`config.mk`:
```
export PLATFORM = sky130hd
export DESIGN_NAME = bin_to_bcd_seq
export DESIGN_NICKNAME = d
export VERILOG_FILES = /design/src/rtl/bin_to_bcd_seq.sv
export SDC_FILE = /design/constraint.sdc
export NUM_CORES = 1
export LEC_CHECK = 0
export BUFFER_PORTS_ARGS = -buffer_cell sky130_fd_sc_hd__buf_2
export CAP_MARGIN = 10
export CORE_UTILIZATION = 44
export DETAILED_ROUTE_END_ITERATION = 10
export PLACE_DENSITY_LB_ADDON = 0.12
export SLEW_MARGIN = 20
export SYNTH_ARGS = -nofsm -noshare
export SYNTH_HDL_FRONTEND = slang
export SYNTH_SLANG_ARGS = --single-unit
export TNS_END_PERCENT = 10
```
`constraint.sdc`:
```
create_clock -name clk -period 1.5 [get_ports clk]
set_input_delay 0.075 -clock clk [delete_from_list [all_inputs] [get_ports clk]]
set_output_delay 0.075 -clock clk [all_outputs]
set_load 0.01 [all_outputs]
```
`src/rtl/bin_to_bcd_seq.sv`:
```
// Sequential double-dabble converter: BIN_W-bit unsigned binary to DIGITS packed BCD digits.
// The result and overflow flag hold steady until the next conversion completes.
module bin_to_bcd_seq #(
    parameter int BIN_W  = 14,
    parameter int DIGITS = 4
) (
    input  logic                  clk,
    input  logic                  rst,
    input  logic                  start,
    input  logic [BIN_W-1:0]      bin_in,
    output logic                  busy,
    output logic                  done,
    output logic [DIGITS*4-1:0]   bcd_out,
    output logic                  overflow
);

    localparam int BCD_W = DIGITS * 4;
    localparam int SCR_W = BCD_W + 4;
    localparam int CNT_W = (BIN_W > 1) ? $clog2(BIN_W) : 1;
    localparam logic [CNT_W-1:0] LAST_ITER = CNT_W'(BIN_W - 1);
    localparam logic [BCD_W-1:0] ALL_NINES = {DIGITS{4'h9}};

    function automatic int unsigned pow10(input int n);
        int unsigned p;
        p = 32'd1;
        for (int i = 0; i < n; i++) begin
            p = p * 32'd10;
        end
        return p;
    endfunction

    localparam int unsigned MAX_VAL = pow10(DIGITS) - 32'd1;

    // One double-dabble step: add 3 to every nibble >= 5 (pre-shift values), then shift in bit_in.
    function automatic logic [SCR_W-1:0] dabble_step(input logic [SCR_W-1:0] scr, input logic bit_in);
        logic [SCR_W-1:0] adj;
        adj = scr;
        for (int i = 0; i < SCR_W / 4; i++) begin
            if (scr[i*4 +: 4] >= 4'd5) begin
                adj[i*4 +: 4] = scr[i*4 +: 4] + 4'd3;
            end else begin
                adj[i*4 +: 4] = scr[i*4 +: 4];
            end
        end
        return {adj[SCR_W-2:0], bit_in};
    endfunction

    typedef enum logic [1:0] {
        S_IDLE  = 2'd0,
        S_SHIFT = 2'd1,
        S_DONE  = 2'd2
    } state_t;

    state_t             r_state;
    state_t             w_state_nxt;
    logic [BIN_W-1:0]   r_shift;
    logic [SCR_W-1:0]   r_scratch;
    logic [CNT_W-1:0]   r_cnt;
    logic               r_ovf_pend;
    logic [BCD_W-1:0]   r_bcd;
    logic               r_ovf;
    logic               r_busy;
    logic               r_done;
    logic               w_busy_nxt;
    logic               w_done_nxt;
    logic [SCR_W-1:0]   w_scr_nxt;
    logic [31:0]        w_bin_ext;
    logic               w_in_ovf;

    assign w_scr_nxt = dabble_step(r_scratch, r_shift[BIN_W-1]);
    assign w_bin_ext = 32'(bin_in);
    assign w_in_ovf  = (w_bin_ext > MAX_VAL);

    // State register
    always_ff @(posedge clk or negedge rst) begin
        if (!rst) begin
            r_state <= S_IDLE;
        end else begin
            r_state <= w_state_nxt;
        end
    end

    // Next-state logic
    always_comb begin
        w_state_nxt = r_state;
        case (r_state)
            S_IDLE: begin
                if (start) begin
                    w_state_nxt = S_SHIFT;
                end else begin
                    w_state_nxt = S_IDLE;
                end
            end
            S_SHIFT: begin
                if (r_cnt == LAST_ITER) begin
                    w_state_nxt = S_DONE;
                end else begin
                    w_state_nxt = S_SHIFT;
                end
            end
            S_DONE:  w_state_nxt = S_IDLE;
            default: w_state_nxt = S_IDLE;
        endcase
    end

    // Output decode from the next state so busy/done can be registered without extra latency
    always_comb begin
        w_busy_nxt = 1'b0;
        w_done_nxt = 1'b0;
        case (w_state_nxt)
            S_SHIFT: w_busy_nxt = 1'b1;
            S_DONE:  w_done_nxt = 1'b1;
            default: begin
                w_busy_nxt = 1'b0;
                w_done_nxt = 1'b0;
            end
        endcase
    end

    // Handshake output registers
    always_ff @(posedge clk or negedge rst) begin
        if (!rst) begin
            r_busy <= 1'b0;
            r_done <= 1'b0;
        end else begin
            r_busy <= w_busy_nxt;
            r_done <= w_done_nxt;
        end
    end

    // Conversion datapath and held result
    always_ff @(posedge clk or negedge rst) begin
        if (!rst) begin
            r_shift    <= {BIN_W{1'b0}};
            r_scratch  <= {SCR_W{1'b0}};
            r_cnt      <= {CNT_W{1'b0}};
            r_ovf_pend <= 1'b0;
            r_bcd      <= {BCD_W{1'b0}};
            r_ovf      <= 1'b0;
        end else begin
            case (r_state)
                S_IDLE: begin
                    if (start) begin
                        r_shift    <= bin_in;
                        r_scratch  <= {SCR_W{1'b0}};
                        r_cnt      <= {CNT_W{1'b0}};
                        r_ovf_pend <= w_in_ovf;
                    end
                end
                S_SHIFT: begin
                    r_scratch <= w_scr_nxt;
                    r_shift   <= {r_shift[BIN_W-2:0], 1'b0};
                    r_cnt     <= r_cnt + CNT_W'(1);
                    if (r_cnt == LAST_ITER) begin
                        r_bcd <= r_ovf_pend ? ALL_NINES : w_scr_nxt[BCD_W-1:0];
                        r_ovf <= r_ovf_pend;
                    end
                end
                default: begin
                    r_cnt <= r_cnt;
                end
            endcase
        end
    end

    assign busy     = r_busy;
    assign done     = r_done;
    assign bcd_out  = r_bcd;
    assign overflow = r_ovf;

endmodule

```
==> flow_summary.yaml, run 1 <==
logic_synthesis:
  synth_area_sq_um: 2670
  synth.distinct_cells: 33
  syn_nets: 293
  synth-seq-cells: 56
  yosys_warnings: 0
  seq_area_frac_synth_pct: 52.6
  synthCells: 266
  avgSynthCellArea_sq_um: 10.0
critical_path:
  r2r_cells: 5
  crit_required_ns: 1.74
  start_kind: "flip-flop"
  end_kind: "flip-flop"
  cp.arrival_ns: 1.75
  reg2reg_setup_slack_ns: -0.008
  worstReg2RegStart: "r_scratch[0]"
  r2r_end: "bcd_out[2]"
  worstPathMaxFanout: 3
  criticalPathCategory: "flip-flop to flip-flop"
placement:
  hpwl_mm: 3.81
  portBuffers: 35
  place_area_sq_um: 3160
  globalplace.congestion: 0.768
route:
  via_count: 2122
  wire_per_inst_um: 14.7
  drtAntennaViolNets: 0
  drt_iter0_markers: 110
  dr.pass1.iters: 4
  wl_mm: 5.94
  drc: 0
  via_per_inst: 5.27
cells_and_area:
  areaGrowthSynthToFinish_pct: 30.2
  fin_util_pct: 61.2
  finalInstanceArea_sq_um: 3470
  final_common_cell: "dfrtp_1"
  antenna_cells: 0
  fin_nets: 357
  layout_common_cells: "56 x dfrtp_1, 37 x nor2_1, 35 x buf_2"
  nFillCells: 486
  drive_gt1_share_pct: 35.6
job:
  maxCapViolCount: 0
die:
  io_pins: 36
  start_util_pct: 47.0
  die_w_um: 79.8
  core-area_sq_um: 5680
  fp.dieH_um: 79.8
  die_area_sq_um: 6380
  core.rowCount: 27
global_routing:
  grt_pass1_vias: 1993
  antenna_found_initial: 0
  track_usage_pct: 20.2
  grt_first_pass_wirelength_mm: 9.80
  grt_max_degree: 45
  overflow: 0
sta:
  slew_viol_final: 0
  tightest_slew_ns: 0.480
  grt_setup_unrepaired: "yes"
  fin_crit_sh_pct: 101
  slew_headroom_pct: 68.0
  hold_viol: 0
  finalWorstSetupSlack_ns: -0.00785
  setup-violations-final: 2
  finalCriticalPeriod_ns: 1.51
  finalClockSkew_ns: 0.00950
  max_freq_mhz: 663
clock_tree:
  cts_tree: "yes"
  clkSlewWorstSetupHoldPaths_ns: 0.10
  clk_latency_ns: 0.32
  cts_root_buf: "clkbuf_8"
  cts_buffer_depth: 2
  numCtsBuffers: 5
  htreeDepth: 2
  cts_sinks: 56
worst_hold_path:
  worstHoldEndpoint: "r_shift[13]"
  hold_path_depth: 3
  min-delay-start: "bin_in[13]"
  hold_class: "input port to flip-flop"
power_and_ir_drop:
  p_int_mw: 4.60
  ir_drop_mv: 0.957
  p_seq_share_pct: 35.2
  p_clk_share_pct: 11.4
  p_per_area_nw_per_um2: 2220
  switchingPower_mw: 3.10
  power.leakage_nw: 1.60
  p_comb_share_pct: 53.5
  p_sw_share_pct: 40.3
status:
  status: "finished, violations left"
  violations: "negative setup slack"
==> cell families after synthesis <==
kind of cell	Yosys count	synth area share [%]
XOR/XNOR	5	1.64
adder cells (fa/ha/maj)	10	4.69
buffers and inverters	26	4.93
multiplexers	4	1.69
AO/OA/AOI/OAI	65	17.4
flip-flops	56	52.6
AND/OR/NAND/NOR	100	17.1
==> registers in the layout, summed over array words and instances, names as in the netlist, 2 cells and up <==
name       cells
bcd_out       16
r_scratch     16
r_shift       14
r_cnt          4
r_state        2
==> Yosys cell counts <==
| cell type | instances | area [sq um] |
|---|---|---|
| a2111oi_4 | 1 | 27.5 |
| a21oi_1 | 13 | 65.1 |
| a22oi_1 | 1 | 7.51 |
| a31oi_1 | 3 | 18.8 |
| a32o_1 | 4 | 40.0 |
| buf_2 | 6 | 30.0 |
| buf_4 | 1 | 7.51 |
| buf_6 | 3 | 33.8 |
| clkbuf_1 | 5 | 18.8 |
| dfrtp_1 | 56 | 1400 |
| ha_1 | 10 | 125 |
| inv_1 | 10 | 37.5 |
| inv_2 | 1 | 3.75 |
| mux2_2 | 4 | 45.0 |
| nand2_1 | 28 | 105 |
| nand2_4 | 1 | 11.3 |
| nand2b_1 | 5 | 31.3 |
| nand3_1 | 18 | 90.1 |
| nand4_1 | 1 | 6.26 |
| nor2_1 | 37 | 139 |
| nor2_2 | 1 | 6.26 |
| nor2b_1 | 1 | 6.26 |
| nor3b_1 | 5 | 37.5 |
| nor4_1 | 1 | 6.26 |
| o21ai_0 | 18 | 90.1 |
| o22ai_1 | 12 | 75.1 |
| o311ai_0 | 1 | 8.76 |
| o31ai_1 | 4 | 30.0 |
| o31ai_2 | 8 | 100 |
| or2_4 | 1 | 8.76 |
| or3b_1 | 1 | 8.76 |
| xnor2_1 | 4 | 35.0 |
| xor2_1 | 1 | 8.76 |
==> metrics by stage <==
stage	setup TNS [ns]	power, mW	hold slack [ns]	setup WS [ns]	cells
2_1_floorplan	-0.0195	4.95	-0.221	-0.00781	266
3_3_place_gp	-0.188	6.06	0.0541	-0.0434	388
3_5_place_dp	-0.559	6.15	0.0582	-0.105	388
4_1_cts	-0.00519	7.41	0.00693	-0.00519	399
5_1_grt	-0.892	8.33	0.0192	-0.0787	403
6_report	-0.0130	7.69	0.0150	-0.00785	403
==> worst max path at each step <==
stage,from,cells past startpoint,to,slack (ns)
floorplan,r_scratch[5],6,bcd_out[6],-0.008
global placement,r_scratch[1],6,bcd_out[2],-0.04
detailed placement,r_scratch[1],6,bcd_out[2],-0.11
CTS,r_scratch[12],5,bcd_out[14],-0.005
global route,r_scratch[12],6,bcd_out[15],-0.08
finish,r_scratch[0],5,bcd_out[2],-0.008
==> power by group through the flow <==
stage | Clock (mW) | Sequential (mW) | Combinational [mW]
2_1_floorplan | 0 | 2.75 | 2.20
3_5_place_dp | 0 | 2.68 | 3.47
3_3_place_gp | 0 | 2.65 | 3.40
4_1_cts | 0.895 | 2.68 | 3.83
6_report | 0.874 | 2.71 | 4.11
5_1_grt | 0.959 | 2.80 | 4.57
==> routing by layer <==
layer,global-route usage [%],vias to the layer above,wire length [um]
met5,0,-,0
met4,5.36,0,74
met3,4.23,9,171
met2,32.3,38,2900
met1,27.7,1023,2790
li1,-,1052,-
==> cell type report <==
type                    instances  area [sq um]  share of cell area, %
flip-flops and latches         56          1400                   40.4
multi-input cells             184          1320                   38.1
repair buffers                 72           519                   15.0
well taps                      72          90.1                   2.60
clock buffers                   7          86.3                   2.49
inverters                      11          43.8                   1.26
clock inverters                 1          7.51                  0.216
==> worst max-delay path: stages (launching register included) <==
cell and delay, ns:
dfrtp_1 0.42, ha_1 0.20, nand2b_4 0.15, a21oi_4 0.15, mux2_4 0.34, o31ai_4 0.17
==> what timing repair did <==
item	in CTS	in global routing
setup endpoints to repair	22	35
hold buffers	2	0
buffers inserted	1	4
endpoints found under the hold margin	17	0
pin swaps	4	5
resized for setup	19	20
Power figures use the tool's default switching activity.
==> run 2: changes to the inputs <==
REMOVE_ABC_BUFFERS = 1   (was unset)
==> flow_summary.yaml, run 2 (synthesized netlist as in run 1, its figures left out) <==
die:
  core.rowCount: 27
  core-area_sq_um: 5680
  fp.dieH_um: 79.8
  io_pins: 36
  start_util_pct: 47.0
  die_w_um: 79.8
  die_area_sq_um: 6380
clock_tree:
  cts_buffer_depth: 2
  clkSlewWorstSetupHoldPaths_ns: 0.09
  cts_sinks: 56
  clk_latency_ns: 0.30
  cts_tree: "yes"
  cts_root_buf: "clkbuf_8"
  htreeDepth: 2
  numCtsBuffers: 5
cells_and_area:
  layout_common_cells: "56 x dfrtp_1, 37 x nor2_1, 35 x buf_2"
  finalInstanceArea_sq_um: 3500
  final_common_cell: "dfrtp_1"
  finalNonFillerCells: 408
  fin_nets: 362
  areaGrowthSynthToFinish_pct: 31.2
  drive_gt1_share_pct: 36.9
  antenna_cells: 0
  nFillCells: 507
sta:
  hold_viol: 0
  finalWorstSetupSlack_ns: -0.0330
  tns_ns: -0.0456
  max_freq_mhz: 652
  finalCriticalPeriod_ns: 1.53
  slew_viol_final: 0
  grt_setup_unrepaired: "yes"
  holdWs_ns: 0.0215
  slew_headroom_pct: 66.8
  setup-violations-final: 2
  fin_crit_sh_pct: 102
  finalClockSkew_ns: 0.00589
  tightest_slew_ns: 0.498
global_routing:
  grt_max_degree: 26
  grt_pass1_vias: 2044
  antenna_found_initial: 0
  overflow: 0
  grt_first_pass_wirelength_mm: 9.63
  track_usage_pct: 19.7
critical_path:
  worstPathMaxFanout: 3
  cp.arrival_ns: 1.75
  worstReg2RegStart: "r_scratch[0]"
  end_kind: "flip-flop"
  crit_chain: "inv_1 -> ha_1 -> nand2b_1 -> a21oi_2 -> mux2_4 -> o31ai_2"
  r2r_end: "bcd_out[2]"
  cp_slowest_cell: "dfrtp_1"
  slowest_delay_ns: 0.41
  critPathTopFamily: "flip-flops"
  crit_required_ns: 1.72
  start_kind: "flip-flop"
  criticalPathCategory: "flip-flop to flip-flop"
  crit_buf_inv: 1
  crit_path_start: "r_scratch[0]"
  r2r_cells: 6
  reg2reg_setup_slack_ns: -0.03
route:
  wire_per_inst_um: 14.2
  drtAntennaViolNets: 0
  dr.pass1.iters: 4
  drt_iter0_markers: 94
  wl_mm: 5.78
  drc: 0
  via_count: 2116
  via_per_inst: 5.19
placement:
  globalplace.congestion: 0.772
  place_area_sq_um: 3170
  dp.cells: 394
  place_ws_ns: -0.0882
  hpwl_mm: 3.97
  portBuffers: 35
worst_hold_path:
  hold_class: "input port to flip-flop"
  hold_path_depth: 3
  worstHoldEndpoint: "r_shift[13]"
  min-delay-start: "bin_in[13]"
status:
  status: "finished, violations left"
  violations: "negative setup slack"
power_and_ir_drop:
  power.leakage_nw: 1.63
  p_per_area_nw_per_um2: 2200
  ir_drop_mv: 0.936
job:
  maxCapViolCount: 0
-- run 2: report_power, final --
group          total [mW]  leakage [nW]  internal (mW)  switching, mW
sequential           2.72         0.690           2.20          0.519
clock               0.839        0.0455          0.378          0.461
combinational        4.13         0.896           2.09           2.04
-- run 2: layout make-up --
| type | count | area [sq um] | share of cell area, % |
|---|---|---|---|
| Inverter | 11 | 43.8 | 1.25 |
| Timing Repair Buffer | 77 | 569 | 16.3 |
| Tap cell | 72 | 90.1 | 2.58 |
| Clock buffer | 8 | 90.1 | 2.58 |
| Multi-Input combinational cell | 184 | 1300 | 37.3 |
| Sequential cell | 56 | 1400 | 40.1 |
-- run 2: what timing repair did --
action                                  CTS  global route
buffers inserted                          2             2
resized for setup                        14            31
hold buffers                              2             0
pin swaps                                 3             3
endpoints found under the setup margin    9            33
hold endpoints to repair                 16             0
-- run 2: per-stage QoR --
step / utilization [%] / power, mW
5_1_grt: 61.6 / 8.31
2_1_floorplan: - / 4.70
6_report: 61.6 / 7.69
3_5_place_dp: 55.9 / 6.16
3_3_place_gp: 55.9 / 6.06
4_1_cts: 59.1 / 7.29
-- run 2: layer usage --
metal / GRT usage (%) / share of wire (%) / up-vias
met5: 0 / 0 / -
met4: 5.36 / 0.73 / 0
met3: 4.00 / 3.3 / 5
met2: 32.8 / 48 / 39
met1: 26.0 / 48 / 1012
li1: - / - / 1060
-- run 2: tightest hold or removal path: cells and delay by family --
kind | cells | cell delay [ns]
AND/OR/NAND/NOR | 1 | 0.06
AO/OA/AOI/OAI | 1 | 0.06
buffers and inverters | 1 | 0.10
-- run 2: worst max path at each step --
stage / to / slack (ns) / depth (start not counted)
2_1_floorplan: bcd_out[15] / -0.61 / 4
3_3_place_gp: bcd_out[6] / -0.04 / 5
3_5_place_dp: bcd_out[6] / -0.09 / 6
4_1_cts: bcd_out[2] / -0.008 / 5
5_1_grt: bcd_out[2] / -0.08 / 6
6_report: bcd_out[2] / -0.03 / 6
==> run 3: changes to the inputs <==
CTS_BUF_LIST = sky130_fd_sc_hd__clkbuf_16   (was unset)
==> flow_summary.yaml, run 3 (synthesized netlist as in run 1, its figures left out) <==
sta:
  tightest_slew_ns: 0.487
  hold_viol: 0
  max_freq_mhz: 667
  finalWorstSetupSlack_ns: 0.00128
  slew_headroom_pct: 67.6
  finalClockSkew_ns: 0.00508
  grt_setup_unrepaired: "yes"
  holdWs_ns: 0.0400
  finalCriticalPeriod_ns: 1.50
  fin_crit_sh_pct: 99.9
  slew_viol_final: 0
  setup-violations-final: 0
route:
  via_per_inst: 5.20
  wl_mm: 5.80
  drtAntennaViolNets: 0
  drt_iter0_markers: 106
  via_count: 2115
  dr.pass1.iters: 4
  drc: 0
  wire_per_inst_um: 14.2
clock_tree:
  numCtsBuffers: 5
  cts_sinks: 56
  htreeDepth: 2
  cts_tree: "yes"
  clk_latency_ns: 0.29
  clkSlewWorstSetupHoldPaths_ns: 0.07
  cts_buffer_depth: 2
  cts_root_buf: "clkbuf_16"
placement:
  globalplace.congestion: 0.772
  place_ws_ns: -0.0882
  portBuffers: 35
  dp.cells: 394
  hpwl_mm: 3.97
  place_area_sq_um: 3170
critical_path:
  cp_slowest_cell: "dfrtp_1"
  worstPathMaxFanout: 3
  cp.arrival_ns: 1.70
  end_kind: "flip-flop"
  crit_chain: "inv_2 -> ha_4 -> nand2b_4 -> a21oi_4 -> mux2_4 -> o31ai_4"
  slowest_delay_ns: 0.43
  crit_required_ns: 1.70
  start_kind: "flip-flop"
  criticalPathCategory: "flip-flop to flip-flop"
die:
  core.rowCount: 27
  io_pins: 36
  core-area_sq_um: 5680
  die_area_sq_um: 6380
  die_w_um: 79.8
  start_util_pct: 47.0
  fp.dieH_um: 79.8
cells_and_area:
  areaGrowthSynthToFinish_pct: 31.9
  finalInstanceArea_sq_um: 3520
  multi_input_area_sq_um: 1280
  fin_nets: 361
  final_common_cell: "dfrtp_1"
  finalNonFillerCells: 407
  layout_common_cells: "56 x dfrtp_1, 37 x nor2_1, 35 x buf_2"
  nFillCells: 499
  regArea_sq_um: 1400
  drive_gt1_share_pct: 34.9
  antenna_cells: 0
global_routing:
  grt_first_pass_wirelength_mm: 9.72
  grt_pass1_vias: 2052
  track_usage_pct: 19.8
  antenna_found_initial: 0
  overflow: 0
  grt_max_degree: 26
power_and_ir_drop:
  p_per_area_nw_per_um2: 2230
  finalPower_mw: 7.84
  ir_drop_mv: 0.924
  power.leakage_nw: 1.65
job:
  maxCapViolCount: 0
status:
  status: "completed"
worst_hold_path:
  hold_class: "input port to flip-flop"
==> run 3: final cells by class <==
class                           count  share of cell area (%)
Sequential cell                    56                    39.9
Multi-Input combinational cell    184                    36.5
Timing Repair Buffer               76                    16.0
Clock buffer                        5                    3.56
Tap cell                           72                    2.56
Inverter                           11                    1.25
Clock inverter                      3                   0.320
==> run 3: final timing paths <==
check / start / end / slack (ns) / depth (start not counted)
worst max register to register: r_scratch[4] / bcd_out[6] / 0.001 / 6
min in group asynchronous: rst / bcd_out[8] / 0.27 / 2
worst max-delay path: r_scratch[4] / bcd_out[6] / 0.001 / 6
worst min-delay path: bin_in[13] / r_shift[13] / 0.04 / 3
worst min register to register: bcd_out[0] / bcd_out[0] / 0.47 / 2
max in group asynchronous: rst / r_scratch[0] / 0.76 / 3
==> run 3: what timing repair did <==
item,4_1_cts,5_1_grt
buffers inserted,2,1
setup endpoints to repair,9,29
gates resized for setup,13,27
endpoints found under the hold margin,16,0
pin swaps,3,4
hold buffers,2,0
==> run 3: power breakdown <==
group | switching, mW | total [mW] | internal (mW)
registers | 0.509 | 2.71 | 2.20
logic | 2.01 | 4.03 | 2.02
clock network | 0.494 | 1.10 | 0.602
==> run 3: worst max-delay path: cells and delay by family (launching register included) <==
family	cells	cell delay, ns
flip-flops	1	0.43
multiplexers	1	0.34
AO/OA/AOI/OAI	2	0.33
adder cells (fa/ha/maj)	1	0.16
buffers and inverters	1	0.10
AND/OR/NAND/NOR	1	0.06
==> run 3: per-layer routing <==
| metal | up-vias | global-route usage, % | wire length, um |
|---|---|---|---|
| met5 | - | 0 | 0 |
| met4 | 0 | 5.89 | 40 |
| met3 | 4 | 3.43 | 187 |
| met2 | 40 | 33.3 | 2860 |
| met1 | 1010 | 26.0 | 2710 |
| li1 | 1061 | - | - |
==> run 3: through the flow <==
| step | TNS, ns | util (%) |
|---|---|---|
| 2_1_floorplan | -13.52 | - |
| 3_3_place_gp | -0.0812 | 55.9 |
| 3_5_place_dp | -0.274 | 55.9 |
| 4_1_cts | -0.000538 | 60.0 |
| 5_1_grt | -0.437 | 61.9 |
| 6_report | 0 | 61.9 |
